### src/rtl/hazard_pkg.sv
// Shared types and defaults for the hazard scheduler (state encoding, counter widths).
package hazard_pkg;

  typedef enum logic [0:0] {
    RUN      = 1'b0,
    MEM_WAIT = 1'b1
  } state_e;

  localparam int MD_CNT_W        = 5;
  localparam int WAIT_CNT_W      = 16;
  localparam int PERF_CNT_W      = 32;
  localparam int MD_LATENCY_DEF  = 5;
  localparam int MEM_TIMEOUT_DEF = 255;

  // Wrapping event counter step.
  function automatic logic [PERF_CNT_W-1:0] perf_step(input logic [PERF_CNT_W-1:0] cnt,
                                                      input logic inc);
    return cnt + {{(PERF_CNT_W-1){1'b0}}, inc};
  endfunction

  // Saturating wait-counter step.
  function automatic logic [WAIT_CNT_W-1:0] wait_step(input logic [WAIT_CNT_W-1:0] cnt,
                                                      input logic [WAIT_CNT_W-1:0] limit);
    return (cnt >= limit) ? limit : cnt + 16'd1;
  endfunction

endpackage

### src/rtl/hazard_sched_md_busy_cnt.sv
// Mult/div occupancy down-counter; keeps counting while the pipeline is frozen,
// but a start is only accepted when hold_n is high.
module md_busy_cnt
  import hazard_pkg::*;
#(
  parameter int LATENCY = MD_LATENCY_DEF
) (
  input  logic clk,
  input  logic rst,
  input  logic start,
  input  logic hold_n,
  output logic busy
);

  localparam logic [MD_CNT_W-1:0] LOAD_VAL = MD_CNT_W'(LATENCY);

  logic [MD_CNT_W-1:0] cnt_q;
  logic [MD_CNT_W-1:0] cnt_d;

  // Next count: reload on accepted start, otherwise drain towards zero.
  always_comb begin
    cnt_d = cnt_q;
    if (start && hold_n) begin
      cnt_d = LOAD_VAL;
    end else if (cnt_q != {MD_CNT_W{1'b0}}) begin
      cnt_d = cnt_q - {{(MD_CNT_W-1){1'b0}}, 1'b1};
    end else begin
      cnt_d = cnt_q;
    end
  end

  // Counter register.
  always_ff @(posedge clk) begin
    if (rst) begin
      cnt_q <= {MD_CNT_W{1'b0}};
    end else begin
      cnt_q <= cnt_d;
    end
  end

  assign busy = (cnt_q != {MD_CNT_W{1'b0}});

endmodule

### src/rtl/hazard_sched.sv
// Prioritised stall/flush scheduler for the 5-stage core. Optional perf counters
// are built only when HAZARD_PERF_CNT_EN is defined; otherwise the ports read zero.
module hazard_sched
  import hazard_pkg::*;
#(
  parameter int MD_LATENCY  = MD_LATENCY_DEF,
  parameter int MEM_TIMEOUT = MEM_TIMEOUT_DEF
) (
  input  logic        clk,
  input  logic        rst,
  input  logic        load_use,
  input  logic        D_branch_taken,
  input  logic        D_md_use,
  input  logic        E_md_start,
  input  logic        M_mem_req,
  input  logic        M_mem_ready,
  output logic        PC_en,
  output logic        D_en,
  output logic        E_en,
  output logic        M_en,
  output logic        D_clr,
  output logic        E_clr,
  output logic        W_clr,
  output logic        md_busy,
  output logic        mem_err,
  output logic [31:0] stall_cnt,
  output logic [31:0] flush_cnt,
  output logic [31:0] memwait_cnt
);

  localparam logic [WAIT_CNT_W-1:0] TIMEOUT_VAL = WAIT_CNT_W'(MEM_TIMEOUT);

  logic freeze;
  logic md_stall;
  logic stall;
  logic flush;

  state_e                state_q;
  state_e                state_d;
  logic [WAIT_CNT_W-1:0] wait_cnt_q;
  logic [WAIT_CNT_W-1:0] wait_cnt_d;
  logic                  mem_err_q;
  logic                  mem_err_d;

  md_busy_cnt #(
    .LATENCY (MD_LATENCY)
  ) u_md_busy_cnt (
    .clk    (clk),
    .rst    (rst),
    .start  (E_md_start),
    .hold_n (~freeze),
    .busy   (md_busy)
  );

  // A freeze masks every lower-priority hazard; a flush needs ID to be moving.
  always_comb begin
    freeze   = M_mem_req & ~M_mem_ready;
    md_stall = D_md_use & md_busy;
    stall    = ~freeze & (md_stall | load_use);
    flush    = ~freeze & ~stall & D_branch_taken;
  end

  // Per-stage enables and bubbles; reset clears every pipeline register.
  always_comb begin
    PC_en = 1'b1;
    D_en  = 1'b1;
    E_en  = 1'b1;
    M_en  = 1'b1;
    D_clr = 1'b0;
    E_clr = 1'b0;
    W_clr = 1'b0;
    if (rst) begin
      D_clr = 1'b1;
      E_clr = 1'b1;
      W_clr = 1'b1;
    end else if (freeze) begin
      PC_en = 1'b0;
      D_en  = 1'b0;
      E_en  = 1'b0;
      M_en  = 1'b0;
      W_clr = 1'b1;
    end else if (stall) begin
      PC_en = 1'b0;
      D_en  = 1'b0;
      E_clr = 1'b1;
    end else if (flush) begin
      D_clr = 1'b1;
    end else begin
      D_clr = 1'b0;
    end
  end

  // Memory-wait FSM with saturating wait counter and sticky timeout flag.
  always_comb begin
    state_d    = state_q;
    wait_cnt_d = wait_cnt_q;
    case (state_q)
      RUN: begin
        if (freeze) begin
          state_d    = MEM_WAIT;
          wait_cnt_d = {{(WAIT_CNT_W-1){1'b0}}, 1'b1};
        end else begin
          state_d    = RUN;
          wait_cnt_d = {WAIT_CNT_W{1'b0}};
        end
      end
      MEM_WAIT: begin
        if (freeze) begin
          state_d    = MEM_WAIT;
          wait_cnt_d = wait_step(wait_cnt_q, TIMEOUT_VAL);
        end else begin
          state_d    = RUN;
          wait_cnt_d = {WAIT_CNT_W{1'b0}};
        end
      end
      default: begin
        state_d    = RUN;
        wait_cnt_d = {WAIT_CNT_W{1'b0}};
      end
    endcase
    mem_err_d = mem_err_q | (freeze & (wait_cnt_d == TIMEOUT_VAL));
  end

  // FSM state registers.
  always_ff @(posedge clk) begin
    if (rst) begin
      state_q    <= RUN;
      wait_cnt_q <= {WAIT_CNT_W{1'b0}};
      mem_err_q  <= 1'b0;
    end else begin
      state_q    <= state_d;
      wait_cnt_q <= wait_cnt_d;
      mem_err_q  <= mem_err_d;
    end
  end

  assign mem_err = mem_err_q;

`ifdef HAZARD_PERF_CNT_EN
  logic [PERF_CNT_W-1:0] stall_cnt_q;
  logic [PERF_CNT_W-1:0] stall_cnt_d;
  logic [PERF_CNT_W-1:0] flush_cnt_q;
  logic [PERF_CNT_W-1:0] flush_cnt_d;
  logic [PERF_CNT_W-1:0] memwait_cnt_q;
  logic [PERF_CNT_W-1:0] memwait_cnt_d;

  // Event counts; stall and flush already exclude freeze cycles.
  always_comb begin
    stall_cnt_d   = perf_step(stall_cnt_q, stall);
    flush_cnt_d   = perf_step(flush_cnt_q, flush);
    memwait_cnt_d = perf_step(memwait_cnt_q, freeze);
  end

  // Perf counter registers.
  always_ff @(posedge clk) begin
    if (rst) begin
      stall_cnt_q   <= 32'd0;
      flush_cnt_q   <= 32'd0;
      memwait_cnt_q <= 32'd0;
    end else begin
      stall_cnt_q   <= stall_cnt_d;
      flush_cnt_q   <= flush_cnt_d;
      memwait_cnt_q <= memwait_cnt_d;
    end
  end

  assign stall_cnt   = stall_cnt_q;
  assign flush_cnt   = flush_cnt_q;
  assign memwait_cnt = memwait_cnt_q;
`else
  assign stall_cnt   = 32'd0;
  assign flush_cnt   = 32'd0;
  assign memwait_cnt = 32'd0;
`endif

endmodule

### config.mk
export PLATFORM = sky130hd
export DESIGN_NAME = hazard_sched
export DESIGN_NICKNAME = d
export VERILOG_FILES = /design/src/rtl/hazard_pkg.sv /design/src/rtl/hazard_sched_md_busy_cnt.sv /design/src/rtl/hazard_sched.sv
export SDC_FILE = /design/constraint.sdc
export NUM_CORES = 1
export LEC_CHECK = 0
export ABC_AREA = 0
export CORE_MARGIN = 10
export CORE_UTILIZATION = 33
export CTS_CLUSTER_DIAMETER = 50
export CTS_CLUSTER_SIZE = 16
export DETAILED_ROUTE_END_ITERATION = 10
export HOLD_SLACK_MARGIN = 0.05
export PLACE_DENSITY = 0.79
export SYNTH_ARGS = -nofsm -noshare
export SYNTH_HDL_FRONTEND = slang
export SYNTH_SLANG_ARGS = --single-unit
### constraint.sdc
create_clock -name clk -period 1.88 [get_ports clk]
set_clock_uncertainty 0.1 [all_clocks]
set_input_delay 0.47 -clock clk [delete_from_list [all_inputs] [get_ports clk]]
set_output_delay 0.47 -clock clk [all_outputs]
set_load 0.01 [all_outputs]
-- After elaboration in Yosys (flattened, before gate mapping)
Index checks and enable logic that the tools add are counted.
- add/subtract/negate cells: 2
- $mul: 0
- divide/modulo/power cells: 0
- order comparisons: 1
- equal/unequal tests: 1
- shift operators: 0
- muxes and demuxes: 20
- bitwise operators: 12
- reductions and logical operators: 4
- operator list (kind ; count):
    $mux W16 ; 2
    $pmux W16 S2 ; 1
    $add A16 B1 Y16 const B ; 1
    $eq A16 B8 Y1 const B ; 1
    $ge A16 B8 Y1 const B ; 1
    $mux W1 ; 15
    $and A1 B1 Y1 ; 6
    $mux W3 ; 2
    $reduce_bool A5 Y1 ; 1
    $sub A5 B1 Y5 const B ; 1
    $not A1 Y1 ; 4
    $or A1 B1 Y1 ; 2
    $reduce_bool A2 Y1 ; 1
    $reduce_or A2 Y1 ; 1
    $logic_and A1 B1 Y1 ; 1
- register bits after elaboration: 23
- bits in latches: 0
- RAM bits: 0
- ROM bits: 0
- input port bits: 8
- output and inout bits: 105
- logic and storage cells: 45
- memories: 0

-- Depth between registers and ports, before layout
Gate-level depths: netlist of run 1.
- depth after elaboration: 11
- mapped depth: 7
- depth with buffers taken out: 6

-- Modules after synthesis
Synthesis of run 1 repeated with hierarchy kept, for this count alone.
- cells, all modules: 195
- area, all modules: 1667.8 µm²
- by module, submodules not included (module ; instances ; cells an instance ; area an instance (µm²) ; seq. area each (µm²)):
    hazard_sched ; 1 ; 168 ; 1412.6 ; 360.3
    md_busy_cnt ; 1 ; 27 ; 255.2 ; 100.1

-- Worst setup path before layout of run 1
Ideal clock, no wire load.
- path type: register to output
- from: register u_md_busy_cnt.cnt_q[0]
- to: output PC_en
- data arrival time: 1.557 ns
- data required time: 1.310 ns
- slack: -0.247 ns
- cell stages (with the launch flop): 8
- path buffers: 1
- cells stage by stage: dfxtp_1 -> inv_1 -> ha_1 -> nor4b_2 -> inv_2 -> a21oi_1 -> a21o_1 -> buf_4
- cells in the longest elaborated chain, start to end: 7
- ends and longest elaborated chain (what ; RTL line ; text):
    start: declaration ; hazard_sched_md_busy_cnt.sv:17 ; logic [MD_CNT_W-1:0] cnt_q;
    start signal: assignment ; hazard_sched_md_busy_cnt.sv:35 ; cnt_q <= {MD_CNT_W{1'b0}};
    start signal: assignment ; hazard_sched_md_busy_cnt.sv:37 ; cnt_q <= cnt_d;
    $reduce_bool A5 Y1 ; hazard_sched_md_busy_cnt.sv:41 ; assign busy = (cnt_q != {MD_CNT_W{1'b0}});
    named net md_busy ; hazard_sched.sv:24 ; output logic md_busy,
    $and A1 B1 Y1 ; hazard_sched.sv:58 ; md_stall = D_md_use & md_busy;
    $or A1 B1 Y1 ; hazard_sched.sv:59 ; stall = ~freeze & (md_stall | load_use);
    $and A1 B1 Y1 ; hazard_sched.sv:59 ;
    $mux W1 (3 in series) ; - ;
    end: declaration ; hazard_sched.sv:17 ; output logic PC_en,
The timed path passes the listed nets, and every way through them passes these cells.

-- Final worst setup path of run 1
- from: register u_md_busy_cnt.cnt_q[1]
- to: output D_clr
- cells in the longest elaborated chain, start to end: 11
- ends and longest elaborated chain (what ; RTL line ; text):
    $reduce_bool A5 Y1 * ; hazard_sched_md_busy_cnt.sv:41 ;
    $and A1 B1 Y1 * ; hazard_sched.sv:58 ;
    $or A1 B1 Y1 * ; hazard_sched.sv:59 ;
    $and A1 B1 Y1 * ; hazard_sched.sv:59 ;
    $not A1 Y1 ; hazard_sched.sv:60 ; flush = ~freeze & ~stall & D_branch_taken;
    $and A1 B1 Y1 (2 in series) ; hazard_sched.sv:60 ;
    $mux W1 ; hazard_sched.sv:86 ; end else if (flush) begin
    $mux W1 * ; hazard_sched.sv:82 ; end else if (stall) begin
    $mux W1 * ; hazard_sched.sv:76 ; end else if (freeze) begin
    $mux W1 * ; hazard_sched.sv:72 ; if (rst) begin
    end: declaration ; hazard_sched.sv:21 ; output logic D_clr,
Every way passes the cells marked *; elsewhere a longest branch is shown, timed or not.

==> flow_summary.ini, run 1 <==
[power]
power_uw = 1410
power_density_mw_per_mm2 = 775
leakagePower_uw = 0.000912
ir_drop_mv = 0.499

[clock_tree]
clkLatencyLatePin_ps = 260
cts_root_buf = clkbuf_8
clock_path_buffers = 2
htreeDepth = 1
tritoncts = yes
numCtsBuffers = 3
clkTransAtPathRegs_ps = 80
cts_sinks = 23

[detailed_routing]
firstDrtPassIters = 4
ant_nets = 0
drt_first_iter_violations = 59
drc = 0
vias = 1112
routed_wl_mm = 3.40
vias_per_cell = 3.53
wl_per_cell_um = 10.8

[sta]
hold_viol = 0
clock.fmax_mhz = 470
min_period_ps = 2130
setup-violations-final = 5
worstMarginPinSlew_ps = 489
maxSlewHeadroom_pct = 67.1
holdWs_ps = 392
slew_violations = 0
setup_ws_ps = -247
fin_setup_tns_ps = -1050
rsz0062_at_grt = true
period_share_pct = 113

[logic_synthesis]
ys_ff_latch = 23
netlist_instances = 200
synth-edff-count = 0
synth.cell_area_mm2 = 0.00170
synth.avg_cell_area_um2 = 8.51
synth_warnings = 0
ys_seq_area_share_pct = 27.1
synth_flop_cell = dfxtp_1
async_flop_share_pct = 0
synth_cell_type_count = 40

[cells_and_area]
antenna_cells = 0
nFillCells = 541
area_delta_synth_final_pct = 7.06
drive_gt1_share_pct = 19.2
seqCellArea_um2 = 463
multi_input_area_um2 = 908
nets = 257
utilization_pct = 36.1

[run_status]
violations = setup timing
outcome = finished, violations left

[place]
place_congestion = 0.787
port_buffers = 16
place_hpwl_mm = 2.96
dp_slack_ps = -533

[floorplanning]
die_w_um = 91.8
fp-row-count = 26
die_h_um = 91.8
top_level_ports = 113
start_util_pct = 33.7
core_area_mm2 = 0.00504
die_area_mm2 = 0.00843

[grt]
grt_start_max_net_pins = 13
grt_pass1_wl_mm = 5.40
grt_use_total_pct = 7.36
grt_pass1_vias = 1142
gr-total-overflow = 0
grt_antenna_before_repair = 0

[setup_path]
crit_fanout = 3
cp.required_ps = 1310
critPathKind = reg2out
endpoint_kind = output pin
worst_setup_path_start_kind = flip-flop
worstPathArrival_ps = 1560

[worst_hold_path]
min-delay-path-class = reg2reg

[run]
cap_violations = 0
[worst paths after layout]
kind                           from  slack (ps)            end  cells after the start
min                         state_q         390  wait_cnt_q[0]                      1
min reg2reg                 state_q         390  wait_cnt_q[0]                      1
max          u_md_busy_cnt.cnt_q[1]        -250          D_clr                      7
max reg2reg           wait_cnt_q[0]         150        mem_err                      5
[cell families (layout without fill, tap and decap cells)]
kind of cell / Yosys count / in the layout / synth area share (%)
adder cells (fa/ha/maj): 3 / 3 / 2.21
AND/OR/NAND/NOR: 36 / 36 / 12.7
buffers and inverters: 107 / 49 / 45.2
other: 1 / 104 / 0.220
flip-flops: 23 / 23 / 27.1
XOR/XNOR: 6 / 6 / 3.09
AO/OA/AOI/OAI: 24 / 24 / 9.49
[cells in the final DEF (no fill, tap or decap), types with 2 or more instances in the layout]
cell type	n
conb_1	104
dfxtp_1	21
buf_4	19
nand2_1	7
a21oi_1	7
inv_1	5
xnor2_1	5
clkdlybuf4s50_1	5
buf_2	5
nor4_1	4
nor2_1	4
a31oi_1	4
inv_2	3
clkbuf_8	3
dlygate4sd2_1	3
buf_6	3
and3_1	2
nand3_1	2
o21ai_0	2
nand3b_1	2
ha_1	2
clkbuf_2	2
dfxtp_2	2
[through the flow]
stage,instances,cell area [um2]
after floorplan,303,2120
after global placement,307,1750
after detailed placement,307,1750
after CTS,313,1800
after global routing,315,1820
final,315,1820
[worst max-delay path, cell delays in order, from the launching register on]
cell	delay, ps
dfxtp_2	330
inv_2	70
ha_4	130
nor4b_4	220
inv_2	80
a21oi_4	160
a31o_1	160
buf_2	130
[report_power, final]
part	leakage [uW]	switching (uW)	total, uW	internal (uW)
Sequential	0.000190	29.8	562	532
Combinational	0.000699	285	553	268
Clock	0.0000228	145	296	151
Total	0.000912	460	1410	951
[metal layers]
metal	up-vias	share of wire, %	global-route usage (%)	wire length (um)
li1	554	-	-	-
met1	493	33	6.99	1120
met2	60	52	13.4	1780
met3	5	14	4.81	487
met4	0	0.47	0.771	16
met5	-	0	0	0
[sequential cells by signal (all words and copies together) (netlist names)]
name                 count
wait_cnt_q              16
mem_err                  1
state_q                  1
u_md_busy_cnt.cnt_q      5
[cell usage after synthesis, types with 2 or more instances]
cell type	number	area, um2
a31oi_1	4	25.0
nand2_1	8	30.0
nor2_1	5	18.8
and3_1	2	12.5
ha_1	3	37.5
dfxtp_1	23	460
nand3_1	2	10.0
buf_4	98	736
inv_1	7	26.3
nand2b_1	2	12.5
xnor2_1	5	43.8
nor4_1	4	25.0
nand3b_1	2	15.0
a21oi_1	8	40.0
o21ai_0	2	10.0
[timing repair]
action                                  4_1_cts  5_1_grt
gates resized for setup                      37        6
endpoints found under the setup margin        9        9
cloned                                        0        0
setup buffers                                 2        2
hold buffers                                  0        0
pin swaps                                     4        2
[area by class of cell]
class | count | area share [%]
Timing Repair Buffer | 37 | 15.8
Sequential cell | 23 | 25.4
Multi-Input combinational cell | 173 | 49.9
Tap cell | 70 | 4.81
Inverter | 8 | 1.65
Clock buffer | 4 | 2.47
(Power assumes the default switching activity.)
==> run 2: changes to the inputs <==
--- a/config.mk
+++ b/config.mk
@@ -7,12 +7,12 @@
 export LEC_CHECK = 0
 export ABC_AREA = 0
 export CORE_MARGIN = 10
-export CORE_UTILIZATION = 33
+export CORE_UTILIZATION = 39
 export CTS_CLUSTER_DIAMETER = 50
 export CTS_CLUSTER_SIZE = 16
 export DETAILED_ROUTE_END_ITERATION = 10
 export HOLD_SLACK_MARGIN = 0.05
-export PLACE_DENSITY = 0.79
+export PLACE_DENSITY = 0.87
 export SYNTH_ARGS = -nofsm -noshare
 export SYNTH_HDL_FRONTEND = slang
 export SYNTH_SLANG_ARGS = --single-unit
==> constraint.sdc (replaced) <==
create_clock -name clk -period 2.7 [get_ports clk]
set_clock_uncertainty 0.1 [all_clocks]
set_input_delay 0.675 -clock clk [delete_from_list [all_inputs] [get_ports clk]]
set_output_delay 0.675 -clock clk [all_outputs]
set_load 0.01 [all_outputs]
==> flow_summary.ini, run 2 (synthesized netlist as in run 1, its figures left out) <==
[clock_tree]
clkTransAtPathRegs_ps = 80
clkLatencyLatePin_ps = 260
cts_root_buf = clkbuf_8
htreeDepth = 1
tritoncts = yes
clock_path_buffers = 2
cts_sinks = 23
numCtsBuffers = 3

[setup_path]
crit_buf_inv = 3
crit_slowest_cell = clkdlybuf4s50_1
critPathKind = in2out
worstPathArrival_ps = 1840
critical-path-top-delay-family = buffers and inverters
worst_setup_path_start_kind = primary input
max_stage_delay_ps = 410
crit_fanout = 6
cp.required_ps = 1920
cp_cell_sequence = clkdlybuf4s50_1 -> nand2b_2 -> nor2_1 -> inv_1 -> dlygate4sd2_1
endpoint_kind = output pin

[grt]
grt_antenna_before_repair = 0
grt_pass1_wl_mm = 5.05
grt_use_total_pct = 8.12
grt_pass1_vias = 1078
gr-total-overflow = 0
grt_start_max_net_pins = 14

[floorplanning]
die_w_um = 86.1
die_h_um = 86.1
start_util_pct = 41.3
fp-row-count = 23
top_level_ports = 113
die_area_mm2 = 0.00741
core_area_mm2 = 0.00412

[detailed_routing]
drt_first_iter_violations = 35
routed_wl_mm = 3.32
ant_nets = 0
vias = 1072
vias_per_cell = 3.79
wl_per_cell_um = 11.7
firstDrtPassIters = 4
drc = 0

[sta]
period_share_pct = 97.0
setup-violations-final = 0
worstMarginPinSlew_ps = 658
hold_viol = 0
rsz0062_at_grt = false
slew_violations = 0
clock.fmax_mhz = 382
min_period_ps = 2620
maxSlewHeadroom_pct = 56.1
fin_setup_tns_ps = 0

[place]
place_congestion = 0.776
detailed_place.area_mm2 = 0.00164
port_buffers = 16
place_hpwl_mm = 2.86

[cells_and_area]
design_area_mm2 = 0.00170
largest_reg_flops = 16
nets = 245
top_regs = wait_cnt_q x16, u_md_busy_cnt.cnt_q x5
area_delta_synth_final_pct = -0.147
regMostFlops = wait_cnt_q
antenna_cells = 0
final_common_cell = conb_1
drive_gt1_share_pct = 9.01
final_cell_mix = conb_1 (104), dfxtp_1 (23), clkdlybuf4s50_1 (9), buf_4 (9), nand2_1 (8)
nFillCells = 412

[run_status]
outcome = finished clean

[power]
ir_drop_mv = 0.342
seqPwrFrac_pct = 43.1
p_comb_share_pct = 33.6
power.switching_uw = 311
p_int_uw = 607
leakagePower_uw = 0.000843
p_clk_share_pct = 23.3
swShare_pct = 33.9
power_uw = 917
power_density_mw_per_mm2 = 540

[run]
cap_violations = 0

[worst_hold_path]
min-delay-path-class = reg2reg
run 2: repair_timing:
action                     CTS  global route
resized for setup           11             0
setup endpoints to repair    7             0
buffers inserted             0             0
hold buffers                 0             0
run 2: final timing paths:
path                                startpoint       endpoint  slack (ps)  cells past startpoint
worst min-delay path                   state_q  wait_cnt_q[0]         400                      1
worst max register to register  wait_cnt_q[12]        mem_err         870                      4
worst max-delay path               M_mem_ready           M_en          80                      5
worst min register to register         state_q  wait_cnt_q[0]         400                      1
run 2: power groups by stage:
| stage | combinational (uW) | clock [uW] | sequential [uW] |
|---|---|---|---|
| finish | 309 | 214 | 395 |
| global route | 349 | 227 | 398 |
| CTS | 303 | 216 | 395 |
| detailed placement | 289 | 0 | 399 |
| global placement | 285 | 0 | 397 |
| floorplan | 293 | 0 | 394 |
run 2: final cells by class:
type | count | area (um2) | share of cell area, %
Tap cell | 50 | 62.6 | 3.68
Clock inverter | 1 | 5.00 | 0.295
Inverter | 8 | 30.0 | 1.77
Sequential cell | 23 | 460 | 27.1
Timing Repair Buffer | 25 | 219 | 12.9
Multi-Input combinational cell | 173 | 881 | 51.8
Clock buffer | 3 | 41.3 | 2.43
run 2: routing by layer:
| layer | part of all wire [%] | global-route usage (%) | wire length, um |
|---|---|---|---|
| met4 | 1.3 | 3.59 | 44 |
| met3 | 16 | 5.87 | 542 |
| met5 | 0 | 0 | 0 |
| met2 | 49 | 13.9 | 1640 |
| met1 | 33 | 7.08 | 1090 |
run 2: metrics by stage:
| step | utilization [%] | hold slack [ps] | worst slack, ps | cells |
|---|---|---|---|---|
| after floorplan | - | 348 | 368 | 303 |
| after global placement | 39.8 | 369 | -171 | 279 |
| after detailed placement | 39.8 | 374 | -198 | 279 |
| after CTS | 41.3 | 394 | 67.8 | 283 |
| after global routing | 41.3 | 424 | 5.34 | 283 |
| final | 41.3 | 398 | 82.2 | 283 |
